$ cat config.mk
export PLATFORM = sky130hd
export DESIGN_NAME = fetch_queue_unit_flat
export DESIGN_NICKNAME = d
export VERILOG_FILES = /design/src/rtl/fetch_queue_unit_pkg.sv /design/src/rtl/fetch_queue_unit_if.sv /design/src/rtl/fetch_queue_unit_fifo.sv /design/src/rtl/fetch_queue_unit.sv /design/src/flat_wrapper.sv
export SDC_FILE = /design/constraint.sdc
export NUM_CORES = 1
export LEC_CHECK = 0
export ABC_AREA = 1
export BUFFER_PORTS_ARGS = -buffer_cell sky130_fd_sc_hd__clkbuf_2
export CAP_MARGIN = 20
export CORE_UTILIZATION = 55
export DETAILED_ROUTE_END_ITERATION = 10
export PLACE_DENSITY = 0.83
export SLEW_MARGIN = 10
export SYNTH_ARGS = -nofsm -noshare
export SYNTH_HDL_FRONTEND = slang
export SYNTH_HIERARCHICAL = 1
export SYNTH_SLANG_ARGS = --single-unit
$ cat constraint.sdc
create_clock -name clk -period 5.6 [get_ports clk]
set_input_delay 0.56 -clock clk [delete_from_list [all_inputs] [get_ports clk]]
set_output_delay 0.56 -clock clk [all_outputs]
set_load 0.02 [all_outputs]
$ cat src/rtl/fetch_queue_unit_pkg.sv
// Shared types, constants and helpers for the instruction-fetch queue unit.
package fetch_queue_unit_pkg;
   localparam int XLEN_DEF = 32;
   localparam int ILEN_DEF = 32;
   localparam int PC_STEP  = 4;

   typedef struct packed {
      logic [XLEN_DEF-1:0] pc;
      logic [ILEN_DEF-1:0] inst;
   } fetch_entry_t;

   function automatic int cnt_w(input int depth);
      return $clog2(depth + 1);
   endfunction
endpackage

$ cat src/rtl/fetch_queue_unit_if.sv
// Redirect, imem request/response and decode-side signals of the fetch queue unit.
interface fetch_queue_unit_if #(
   parameter int XLEN  = 32,
   parameter int ILEN  = 32,
   parameter int DEPTH = 4
);
   import fetch_queue_unit_pkg::*;
   localparam int OCC_W = cnt_w(DEPTH);

   logic             redirect_valid;
   logic [XLEN-1:0]  redirect_pc;
   logic             imem_req_valid;
   logic             imem_req_ready;
   logic [XLEN-1:0]  imem_req_addr;
   logic             imem_resp_valid;
   logic             imem_resp_ready;
   logic [ILEN-1:0]  imem_resp_data;
   logic             out_valid;
   logic             out_ready;
   logic [ILEN-1:0]  out_inst;
   logic [XLEN-1:0]  out_pc;
   logic [OCC_W-1:0] occupancy;

   modport master (
      input  redirect_valid, redirect_pc, imem_req_ready, imem_resp_valid,
             imem_resp_data, out_ready,
      output imem_req_valid, imem_req_addr, imem_resp_ready, out_valid,
             out_inst, out_pc, occupancy
   );

   modport slave (
      output redirect_valid, redirect_pc, imem_req_ready, imem_resp_valid,
             imem_resp_data, out_ready,
      input  imem_req_valid, imem_req_addr, imem_resp_ready, out_valid,
             out_inst, out_pc, occupancy
   );
endinterface

$ cat src/rtl/fetch_queue_unit_fifo.sv
// Show-ahead synchronous FIFO with flush; head word is readable while count is nonzero.
module fetch_queue_unit_fifo
   import fetch_queue_unit_pkg::*;
#(
   parameter int WIDTH = 64,
   parameter int DEPTH = 4,
   localparam int CW = cnt_w(DEPTH),
   localparam int AW = (DEPTH > 1) ? $clog2(DEPTH) : 1
) (
   input  logic             clk,
   input  logic             rst_n,
   input  logic             i_flush,
   input  logic             i_push,
   input  logic [WIDTH-1:0] i_data,
   input  logic             i_pop,
   output logic [WIDTH-1:0] o_data,
   output logic             o_full,
   output logic             o_empty,
   output logic [CW-1:0]    o_count
);
   logic [WIDTH-1:0] r_mem [DEPTH];
   logic [AW-1:0]    r_wr_ptr;
   logic [AW-1:0]    r_rd_ptr;
   logic [CW-1:0]    r_count;
   logic             w_push;
   logic             w_pop;

   function automatic logic [AW-1:0] ptr_inc(input logic [AW-1:0] ptr);
      return (ptr == AW'(DEPTH - 1)) ? '0 : ptr + AW'(1);
   endfunction

   assign o_full  = (r_count == CW'(DEPTH));
   assign o_empty = (r_count == '0);
   assign o_count = r_count;
   assign o_data  = r_mem[r_rd_ptr];
   assign w_push  = i_push & ~o_full & ~i_flush;
   assign w_pop   = i_pop & ~o_empty & ~i_flush;

   always_ff @(posedge clk or negedge rst_n) begin
      if (!rst_n) begin
         r_wr_ptr <= '0;
         r_rd_ptr <= '0;
         r_count  <= '0;
      end else if (i_flush) begin
         r_wr_ptr <= '0;
         r_rd_ptr <= '0;
         r_count  <= '0;
      end else begin
         if (w_push) r_wr_ptr <= ptr_inc(r_wr_ptr);
         if (w_pop)  r_rd_ptr <= ptr_inc(r_rd_ptr);
         r_count <= r_count + CW'(w_push) - CW'(w_pop);
      end
   end

   // Storage carries no reset; only the pointers and count define validity.
   always_ff @(posedge clk) begin
      if (w_push) r_mem[r_wr_ptr] <= i_data;
   end
endmodule

$ cat src/rtl/fetch_queue_unit.sv
// Fetch front end: credit-limited imem requests, stale-response discard on redirect,
// and a {pc,inst} queue toward decode.
module fetch_queue_unit
   import fetch_queue_unit_pkg::*;
#(
   parameter int              XLEN            = 32,
   parameter int              ILEN            = 32,
   parameter int              DEPTH           = 4,
   parameter int              MAX_OUTSTANDING = 2,
   parameter logic [XLEN-1:0] RESET_PC        = '0
) (
   input logic              clk,
   input logic              reset_n,
   fetch_queue_unit_if.master fq
);
   localparam int OCC_W = cnt_w(DEPTH);
   localparam int IF_W  = cnt_w(MAX_OUTSTANDING);

   logic             r_run;
   logic [XLEN-1:0]  r_fetch_pc;
   logic [IF_W-1:0]  r_discard;

   logic [XLEN-1:0]      w_issued_pc;
   logic                 w_pc_full;
   logic                 w_pc_empty;
   logic [IF_W-1:0]      w_in_flight;
   logic [XLEN+ILEN-1:0] w_head;
   logic                 w_q_full;
   logic                 w_q_empty;
   logic [OCC_W-1:0]     w_occ;
   int                   w_committed;
   logic                 w_req_valid;
   logic                 w_req_fire;
   logic                 w_resp_fire;
   logic                 w_drop;
   logic                 w_push;
   logic                 w_out_valid;
   logic                 w_pop;

   // Queue slots already promised: buffered entries plus live (non-stale) requests.
   assign w_committed = int'(w_occ) + int'(w_in_flight) - int'(r_discard);
   assign w_req_valid = r_run & ~fq.redirect_valid & ~w_pc_full & (w_committed < DEPTH);
   assign w_req_fire  = w_req_valid & fq.imem_req_ready;
   assign w_resp_fire = fq.imem_resp_valid & r_run & ~w_pc_empty;
   assign w_drop      = fq.redirect_valid | (r_discard != '0);
   assign w_push      = w_resp_fire & ~w_drop & ~w_q_full;
   assign w_out_valid = ~w_q_empty & ~fq.redirect_valid;
   assign w_pop       = w_out_valid & fq.out_ready;

   assign fq.imem_req_valid  = w_req_valid;
   assign fq.imem_req_addr   = r_fetch_pc;
   assign fq.imem_resp_ready = r_run;
   assign fq.out_valid       = w_out_valid;
   assign fq.out_pc          = w_head[ILEN +: XLEN];
   assign fq.out_inst        = w_head[ILEN-1:0];
   assign fq.occupancy       = w_occ;

   always_ff @(posedge clk or negedge reset_n) begin
      if (!reset_n) begin
         r_run      <= 1'b0;
         r_fetch_pc <= RESET_PC;
         r_discard  <= '0;
      end else begin
         r_run <= 1'b1;
         if (fq.redirect_valid) begin
            r_fetch_pc <= fq.redirect_pc;
            r_discard  <= w_in_flight - IF_W'(w_resp_fire);
         end else begin
            if (w_req_fire) r_fetch_pc <= r_fetch_pc + XLEN'(PC_STEP);
            if (w_resp_fire && (r_discard != '0)) r_discard <= r_discard - IF_W'(1);
         end
      end
   end

   // The issued-PC FIFO count is the in-flight count, stale requests included.
   fetch_queue_unit_fifo #(.WIDTH(XLEN), .DEPTH(MAX_OUTSTANDING)) u_pc_fifo (
      .clk     (clk),
      .rst_n   (reset_n),
      .i_flush (1'b0),
      .i_push  (w_req_fire),
      .i_data  (r_fetch_pc),
      .i_pop   (w_resp_fire),
      .o_data  (w_issued_pc),
      .o_full  (w_pc_full),
      .o_empty (w_pc_empty),
      .o_count (w_in_flight)
   );

   fetch_queue_unit_fifo #(.WIDTH(XLEN + ILEN), .DEPTH(DEPTH)) u_inst_q (
      .clk     (clk),
      .rst_n   (reset_n),
      .i_flush (fq.redirect_valid),
      .i_push  (w_push),
      .i_data  ({w_issued_pc, fq.imem_resp_data}),
      .i_pop   (w_pop),
      .o_data  (w_head),
      .o_full  (w_q_full),
      .o_empty (w_q_empty),
      .o_count (w_occ)
   );

   a_no_orphan_resp: assert property (@(posedge clk) disable iff (!reset_n)
      (fq.imem_resp_valid && r_run) |-> !w_pc_empty);
endmodule

$ cat src/flat_wrapper.sv
// flat-port wrapper written by rule: the top's interface ports become plain ports
module fetch_queue_unit_flat import fetch_queue_unit_pkg::*;
#(
   parameter int              XLEN            = 32,
   parameter int              ILEN            = 32,
   parameter int              DEPTH           = 4,
   parameter int              MAX_OUTSTANDING = 2,
   parameter logic [XLEN-1:0] RESET_PC        = '0
)
  (clk, reset_n, fq_redirect_valid, fq_redirect_pc, fq_imem_req_ready, fq_imem_resp_valid, fq_imem_resp_data, fq_out_ready, fq_imem_req_valid, fq_imem_req_addr, fq_imem_resp_ready, fq_out_valid, fq_out_inst, fq_out_pc, fq_occupancy);
  fetch_queue_unit_if #(.XLEN(XLEN), .ILEN(ILEN), .DEPTH(DEPTH)) fq_i ();
  input logic clk;
  input logic reset_n;
  input wire logic [$bits(fq_i.redirect_valid)-1:0] fq_redirect_valid;
  input wire logic [$bits(fq_i.redirect_pc)-1:0] fq_redirect_pc;
  input wire logic [$bits(fq_i.imem_req_ready)-1:0] fq_imem_req_ready;
  input wire logic [$bits(fq_i.imem_resp_valid)-1:0] fq_imem_resp_valid;
  input wire logic [$bits(fq_i.imem_resp_data)-1:0] fq_imem_resp_data;
  input wire logic [$bits(fq_i.out_ready)-1:0] fq_out_ready;
  output wire logic [$bits(fq_i.imem_req_valid)-1:0] fq_imem_req_valid;
  output wire logic [$bits(fq_i.imem_req_addr)-1:0] fq_imem_req_addr;
  output wire logic [$bits(fq_i.imem_resp_ready)-1:0] fq_imem_resp_ready;
  output wire logic [$bits(fq_i.out_valid)-1:0] fq_out_valid;
  output wire logic [$bits(fq_i.out_inst)-1:0] fq_out_inst;
  output wire logic [$bits(fq_i.out_pc)-1:0] fq_out_pc;
  output wire logic [$bits(fq_i.occupancy)-1:0] fq_occupancy;
  assign fq_i.redirect_valid = fq_redirect_valid;
  assign fq_i.redirect_pc = fq_redirect_pc;
  assign fq_i.imem_req_ready = fq_imem_req_ready;
  assign fq_i.imem_resp_valid = fq_imem_resp_valid;
  assign fq_i.imem_resp_data = fq_imem_resp_data;
  assign fq_i.out_ready = fq_out_ready;
  assign fq_imem_req_valid = fq_i.imem_req_valid;
  assign fq_imem_req_addr = fq_i.imem_req_addr;
  assign fq_imem_resp_ready = fq_i.imem_resp_ready;
  assign fq_out_valid = fq_i.out_valid;
  assign fq_out_inst = fq_i.out_inst;
  assign fq_out_pc = fq_i.out_pc;
  assign fq_occupancy = fq_i.occupancy;
  fetch_queue_unit #(.XLEN(XLEN), .ILEN(ILEN), .DEPTH(DEPTH), .MAX_OUTSTANDING(MAX_OUTSTANDING), .RESET_PC(RESET_PC)) u_core (.clk(clk), .reset_n(reset_n), .fq(fq_i));
endmodule
# ---- Word level (Yosys, flattened, before mapping)
# Memories as Yosys holds them, arrays and structs flattened.
# Cells that the tools add are included.
dict set report totals {
  regBits 46
  latch_bits 0
  ram_bits 320
  romBits 0
  in_bits 70
  out_inout_bits 102
  word_cells 77
  memories 2
}
# name words width rd rd_clocked_by_memory_dff write_ports line
set mem_list {}
lappend mem_list {u_core.u_inst_q.r_mem 4 64 1 0 1 fetch_queue_unit_fifo.sv:21} ;# logic [WIDTH-1:0] r_mem [DEPTH];
lappend mem_list {u_core.u_pc_fifo.r_mem 2 32 1 0 1 fetch_queue_unit_fifo.sv:21}
dict set report classes {
  add_sub_neg 13
  multipliers 0
  div_mod_pow 0
  order_cmp 1
  eq_ne 4
  shifts 0
  n_mux 17
  n_bitwise 23
  n_reduce_logical 8
}
# operator count
set ops {}
lappend ops {{32-bit 2-to-1 mux} 2}
lappend ops {{32-bit by 3-bit adder with 32-bit output (second input constant)} 1}
lappend ops {{32-bit by 4-bit less-than comparator with 1-bit output (second input constant)} 1}
lappend ops {{32-bit by 3-bit subtractor with 32-bit output} 1}
lappend ops {{1-bit AND} 16}
lappend ops {{2-bit 2-to-1 mux} 8}
lappend ops {{2-bit nonzero test} 5}
lappend ops {{2-bit equality test (second input constant)} 3}
lappend ops {{1-bit 2-to-1 mux} 6}
lappend ops {{1-bit inverter} 6}
lappend ops {{2-bit by 1-bit adder with 2-bit output (second input constant)} 2}
lappend ops {{3-bit by 2-bit adder with 4-bit output} 1}
lappend ops {{2-bit by 1-bit subtractor with 2-bit output} 2}
lappend ops {{3-bit by 1-bit adder with 3-bit output} 1}
lappend ops {{3-bit equality test (second input constant)} 1}
lappend ops {{3-bit logical NOT} 1}
lappend ops {{3-bit 2-to-1 mux} 1}
lappend ops {{3-bit by 1-bit subtractor with 3-bit output} 1}
lappend ops {{1-bit adder (second input constant)} 2}
lappend ops {{2-bit by 1-bit adder with 2-bit output} 1}
lappend ops {{2-bit logical NOT} 1}
lappend ops {{2-bit by 1-bit subtractor with 2-bit output (second input constant)} 1}
lappend ops {{1-bit logical AND} 1}
lappend ops {{1-bit bitwise OR} 1}

# ---- Longest topological paths before layout
dict set report logic_depth {
  word_depth 10
  ltp_mapped 20
  depth_no_buf 19
}

# ---- Hierarchy
# The synthesis kept the hierarchy.
# mod instances cells_per_inst area_per_inst_um2 seq_area_each_um2
set by_module_without_submodules {}
lappend by_module_without_submodules {{fetch_queue_unit_fifo at u_core.u_inst_q} 1 811 10487.6 7862.5}
lappend by_module_without_submodules {fetch_queue_unit 1 473 2891.5 875.8}
lappend by_module_without_submodules {{fetch_queue_unit_fifo at u_core.u_pc_fifo} 1 204 2638.8 2021.9}

# ---- Worst setup path before layout
# No wires, ideal clock.
dict set report synth_path {
  path_kind {reg2reg}
  from {register u_core.u_inst_q.r_count[1], in the netlist u_core/u_inst_q/o_count[1]}
  to {memory u_core/u_pc_fifo/r_mem[1][0] (netlist bit), enable pin}
  setup_ps 461
  arrival_time_ps 4492
  required_ps 5139
  slack_ps 647
  path_stages_with_launch 17
  n_path_buf 1
  period_less_slack_ps 4953
  path_cell_list {dfrtp_1 inv_1 fa_1 inv_1 ha_1 nand2_1 inv_1 nand2_1 nand2_1 nand2_1 nand3_1 nand2_1 nand3_2 buf_2 inv_1 nand2_1 nor3_1}
}
dict set report synth_between {
  elab_chain_len 8
}
# element line
set synth_rtl {}
lappend synth_rtl {{start: declaration} fetch_queue_unit_fifo.sv:24} ;# logic [CW-1:0] r_count;
lappend synth_rtl {{start signal: assignment} fetch_queue_unit_fifo.sv:51} ;# r_count <= r_count + CW'(w_push) - CW'(w_pop);
lappend synth_rtl {{3-bit by 2-bit adder with 4-bit output} fetch_queue_unit.sv:41} ;# assign w_committed = int'(w_occ) + int'(w_in_flight) - int'(r_discard);
lappend synth_rtl {{32-bit by 3-bit subtractor with 32-bit output} fetch_queue_unit.sv:41}
lappend synth_rtl {{32-bit by 4-bit less-than comparator with 1-bit output} fetch_queue_unit.sv:42} ;# assign w_req_valid = r_run & ~fq.redirect_valid & ~w_pc_full & (w_committed < DEPTH);
lappend synth_rtl {{1-bit AND} fetch_queue_unit.sv:42}
lappend synth_rtl {{1-bit AND} fetch_queue_unit.sv:43} ;# assign w_req_fire = w_req_valid & fq.imem_req_ready;
lappend synth_rtl {{via u_core.w_req_fire} fetch_queue_unit.sv:33} ;# logic w_req_fire;
lappend synth_rtl {{1-bit AND} fetch_queue_unit_fifo.sv:36} ;# assign w_push = i_push & ~o_full & ~i_flush;
lappend synth_rtl {{1-bit 2-to-1 mux} fetch_queue_unit_fifo.sv:57} ;# if (w_push) r_mem[r_wr_ptr] <= i_data;
lappend synth_rtl {{1-bit 2-to-1 mux (implied by the code)} fetch_queue_unit_fifo.sv:57}
lappend synth_rtl {{end: declaration} fetch_queue_unit_fifo.sv:21}
# The timed path passes the listed nets, and every way through them passes these cells.

# ---- Worst setup path in the final report
dict set report layout_path {
  from {register u_core.u_inst_q.r_count[1], in the netlist u_core/u_inst_q/o_count[1]}
  to {memory u_core/u_pc_fifo/r_mem[0][28] (netlist bit), enable pin}
}
# The elaborated chain is that of the path after synthesis.

==> qor.csv <==
metric;value;unit
run status;finished, final reports clean;
most used flip-flop cell after synthesis;sky130_fd_sc_hd__edfxtp_1;
clock slew at the register clock pins of the worst setup and hold paths;0.06;ns
startpoint class of the critical path;flip-flop;
Final Critical Period;3.893;ns
area of the core;28700;µm²
deepest clock path buffer count;3;
Via Count;10993;
Clock Skews;0.01839;ns
share of flip-flops with an asynchronous set or reset;12.57;%
Cell Int Power;4.391;mW
Filler Cells Inserted;2135;
Overflow after GRT;0;
total standard cell area after synthesis;16020;µm²
final number of setup-violating endpoints;0;
number of cells on the worst reg-to-reg path;15;
leak pwr;7.474;nW
maximum level of the CTS H-tree;2;
first drt pass iteration count;8;
Slew Limit Fails;0;
post-synthesis instance total;1488;
via count of the first global-routing pass;10660;
worst hold slack;0.1462;ns
fraction of the yosys area taken by sequential cells;67.18;%
DR DRC count;0;
FF-to-FF setup slack;1.71;ns
most frequent cells in the layout;sky130_fd_sc_hd__nand2_1 (473), sky130_fd_sc_hd__edfxtp_1 (320), sky130_fd_sc_hd__inv_1 (175);
effective utilization at floorplan;55.81;%
average size of a mapped cell;10.76;µm²
die width;172.7;µm
highest achievable clock rate;0.2569;GHz
Post-CTS Hold Buffers;0;
row count;62;
Ys Warns;6;
CTS Root Buffer Type;sky130_fd_sc_hd__clkbuf_16;
total of cells resized after clock tree synthesis;0;
MaxCap Viol Count;0;
number of design-rule violations left by the first detailed-router iteration;1259;
class of the tightest hold or removal check;in2async;
initial antenna violation count;0;
post-synthesis register bit count;366;
die boundary height;172.7;µm
reg2reg start;u_core/u_inst_q/o_count[1];
clock latency on the worst-skew pair;0.52;ns
worst-path fanout max;32;
transition at the pin with the smallest max-transition slack;1.028;ns
ratio of cells with drive above 1 in the final layout;16.34;%
Hold Fails Final Rpt;0;
number of I/O port buffers;171;
post-detail-place hpwl;21930;µm
number of enable flip-flop cells after synthesis;320;
I/O pin cnt;172;
clock buffers created by TritonCTS;36;
switching power;1.277;mW
path type of the worst setup path;reg2reg;
RSZ-0062 raised after global routing;no;
placer's final routability congestion estimate;0.8961;
relative slew slack;31.28;%
wire length reported by the detailed router;34350;µm
footprint of the multi-input gates;4237;µm²
leading cell type in the layout, fill and taps excluded;sky130_fd_sc_hd__nand2_1;
combinational share of power;5.8;%
peak supply drop;0.1815;mV
count of nets after finishing;1741;
Crit path required time;5.81;ns
post-CTS setup buffers;0;
Final TNS setup;0;ns
endpoint arrival time on the critical path;4.11;ns
switching part of the total power;22.53;%
total global routing track utilization;23.03;%
Reg area;10770;µm²
post-route ant nets;0;
power density of the placed cells;310.4;nW/µm²
power share of the sequential group;55.1;%
synthesis-to-layout area growth;14.01;%
Crit Reg-Reg Endpoint;u_core/u_pc_fifo/r_mem[0][28];
final cycle utilization of the critical path;69.52;%
pin count of the biggest net entering global routing;132;
number of sinks on the clock net;366;
via-per-instance ratio;5.334;
antenna diode count;0;
TritonCTS clock tree;yes;
global-route wire length before repair;54490;µm
share of total power in the clock network;39.1;%
post-DR wirelength/cell;16.67;µm
CP endpoint kind;flip-flop;
die area;29810;µm²
count of unique library cells instantiated by Yosys;36;
## metal layers
metal,vias up,GRT usage [%],share of wire [%]
met3,48,4.112,7.9
met2,508,38.47,49
met1,5145,31.24,42
met4,0,6.342,1.6
met5,-,0,0
li1,5292,-,-
## Yosys cell counts (3+ instances only)
| master | number | share of area (%) |
|---|---|---|
| sky130_fd_sc_hd__inv_2 | 4 | 0.094 |
| sky130_fd_sc_hd__nand3b_1 | 13 | 0.61 |
| sky130_fd_sc_hd__nor2_2 | 5 | 0.20 |
| sky130_fd_sc_hd__buf_6 | 5 | 0.35 |
| sky130_fd_sc_hd__nor2_4 | 4 | 0.28 |
| sky130_fd_sc_hd__nand3_1 | 47 | 1.5 |
| sky130_fd_sc_hd__o21ai_0 | 77 | 2.4 |
| sky130_fd_sc_hd__dfrtp_1 | 46 | 7.2 |
| sky130_fd_sc_hd__nand2_1 | 473 | 11 |
| sky130_fd_sc_hd__edfxtp_1 | 320 | 60 |
| sky130_fd_sc_hd__xor2_1 | 7 | 0.38 |
| sky130_fd_sc_hd__o211ai_1 | 65 | 3.0 |
| sky130_fd_sc_hd__inv_1 | 175 | 4.1 |
| sky130_fd_sc_hd__buf_1 | 5 | 0.12 |
| sky130_fd_sc_hd__buf_4 | 18 | 0.84 |
| sky130_fd_sc_hd__nand3_2 | 3 | 0.19 |
| sky130_fd_sc_hd__nor2_1 | 61 | 1.4 |
| sky130_fd_sc_hd__buf_2 | 16 | 0.50 |
| sky130_fd_sc_hd__a21oi_1 | 67 | 2.1 |
| sky130_fd_sc_hd__nand4_1 | 7 | 0.27 |
| sky130_fd_sc_hd__clkbuf_1 | 21 | 0.49 |
| sky130_fd_sc_hd__nand2_2 | 12 | 0.47 |
| sky130_fd_sc_hd__ha_1 | 17 | 1.3 |
| sky130_fd_sc_hd__xnor2_1 | 4 | 0.22 |
## layout make-up
type	count	share of cell area, %
Inverter	181	3.761
Tap cell	384	2.631
Multi-Input combinational cell	879	23.20
Timing Repair Buffer	188	5.563
Clock inverter	18	0.6509
Clock buffer	45	5.234
Sequential cell	366	58.96
## worst max-delay path, stage by stage (launching register included)
cell and delay (ns):
sky130_fd_sc_hd__dfrtp_1 0.46, sky130_fd_sc_hd__inv_1 0.10, sky130_fd_sc_hd__fa_1 0.54, sky130_fd_sc_hd__inv_1 0.04, sky130_fd_sc_hd__ha_1 0.29, sky130_fd_sc_hd__nand3_1 0.11, sky130_fd_sc_hd__nand2_1 0.11, sky130_fd_sc_hd__nand2_1 0.05
sky130_fd_sc_hd__nand2_1 0.08, sky130_fd_sc_hd__nand3_1 0.09, sky130_fd_sc_hd__nand2_1 0.12, sky130_fd_sc_hd__nand3_2 0.52, sky130_fd_sc_hd__inv_1 0.22, sky130_fd_sc_hd__nand4_1 0.13, sky130_fd_sc_hd__inv_1 0.47, sky130_fd_sc_hd__buf_16 0.23
## sequential cells by signal (all words and copies together), names as in the netlist
signal	flops
u_core/u_inst_q/r_rd_ptr	2
u_core/u_inst_q/r_wr_ptr	2
u_core/fq.imem_resp_ready	1
u_core/u_pc_fifo/r_mem	64
u_core/u_pc_fifo/r_wr_ptr	1
u_core/u_inst_q/o_count	3
u_core/u_pc_fifo/r_rd_ptr	1
u_core/u_pc_fifo/o_count	2
u_core/fq.imem_req_addr	32
u_core/u_inst_q/r_mem	256
u_core/r_discard	2
## worst max path at each step
| stage | startpoint | end | cells after the start | slack (ns) |
|---|---|---|---|---|
| floorplan | u_core/u_inst_q/o_count[1] | u_core/u_pc_fifo/r_mem[1][0] | 16 | 0.65 |
| CTS | u_core/u_inst_q/o_count[1] | u_core/u_pc_fifo/r_mem[0][27] | 15 | 1.70 |
| detailed placement | u_core/u_inst_q/o_count[1] | u_core/u_pc_fifo/r_mem[0][26] | 15 | 1.76 |
| global placement | u_core/u_inst_q/o_count[1] | u_core/u_pc_fifo/r_mem[0][25] | 15 | 1.62 |
| finish | u_core/u_inst_q/o_count[1] | u_core/u_pc_fifo/r_mem[0][28] | 15 | 1.71 |
| global route | u_core/u_inst_q/o_count[1] | u_core/u_pc_fifo/r_mem[0][27] | 14 | 1.38 |
## stage by stage
stage          worst slack, ns  total power, mW  instances  area (µm²)  utilization, %
6_report                 1.707            5.668       2061       18260           63.63
5_1_grt                  1.383            5.852       2061       18260           63.63
4_1_cts                  1.701            5.699       2060       18240           63.56
3_5_place_dp             1.761            3.498       1997       17170           59.81
3_3_place_gp             1.622            3.480       1996       17140           59.72
2_1_floorplan           0.6466            3.341       1492       16030               -
## cells by family after synthesis
group	Yosys count	synth area share (%)
simple gates	630	16.22
compound gates	213	7.694
flops	366	67.18
buf+inv	247	6.686
xor+xnor	11	0.6015
fa+ha+maj	19	1.578
other cells	2	0.04689
## power groups by stage
stage | combinational (mW) | sequential [mW] | clock, mW
after floorplan | 0.160 | 3.18 | 0
after global placement | 0.308 | 3.17 | 0
after detailed placement | 0.322 | 3.18 | 0
after CTS | 0.325 | 3.12 | 2.25
after global routing | 0.365 | 3.13 | 2.36
final | 0.327 | 3.12 | 2.22
No activity file was read; power rests on OpenSTA's default activity.
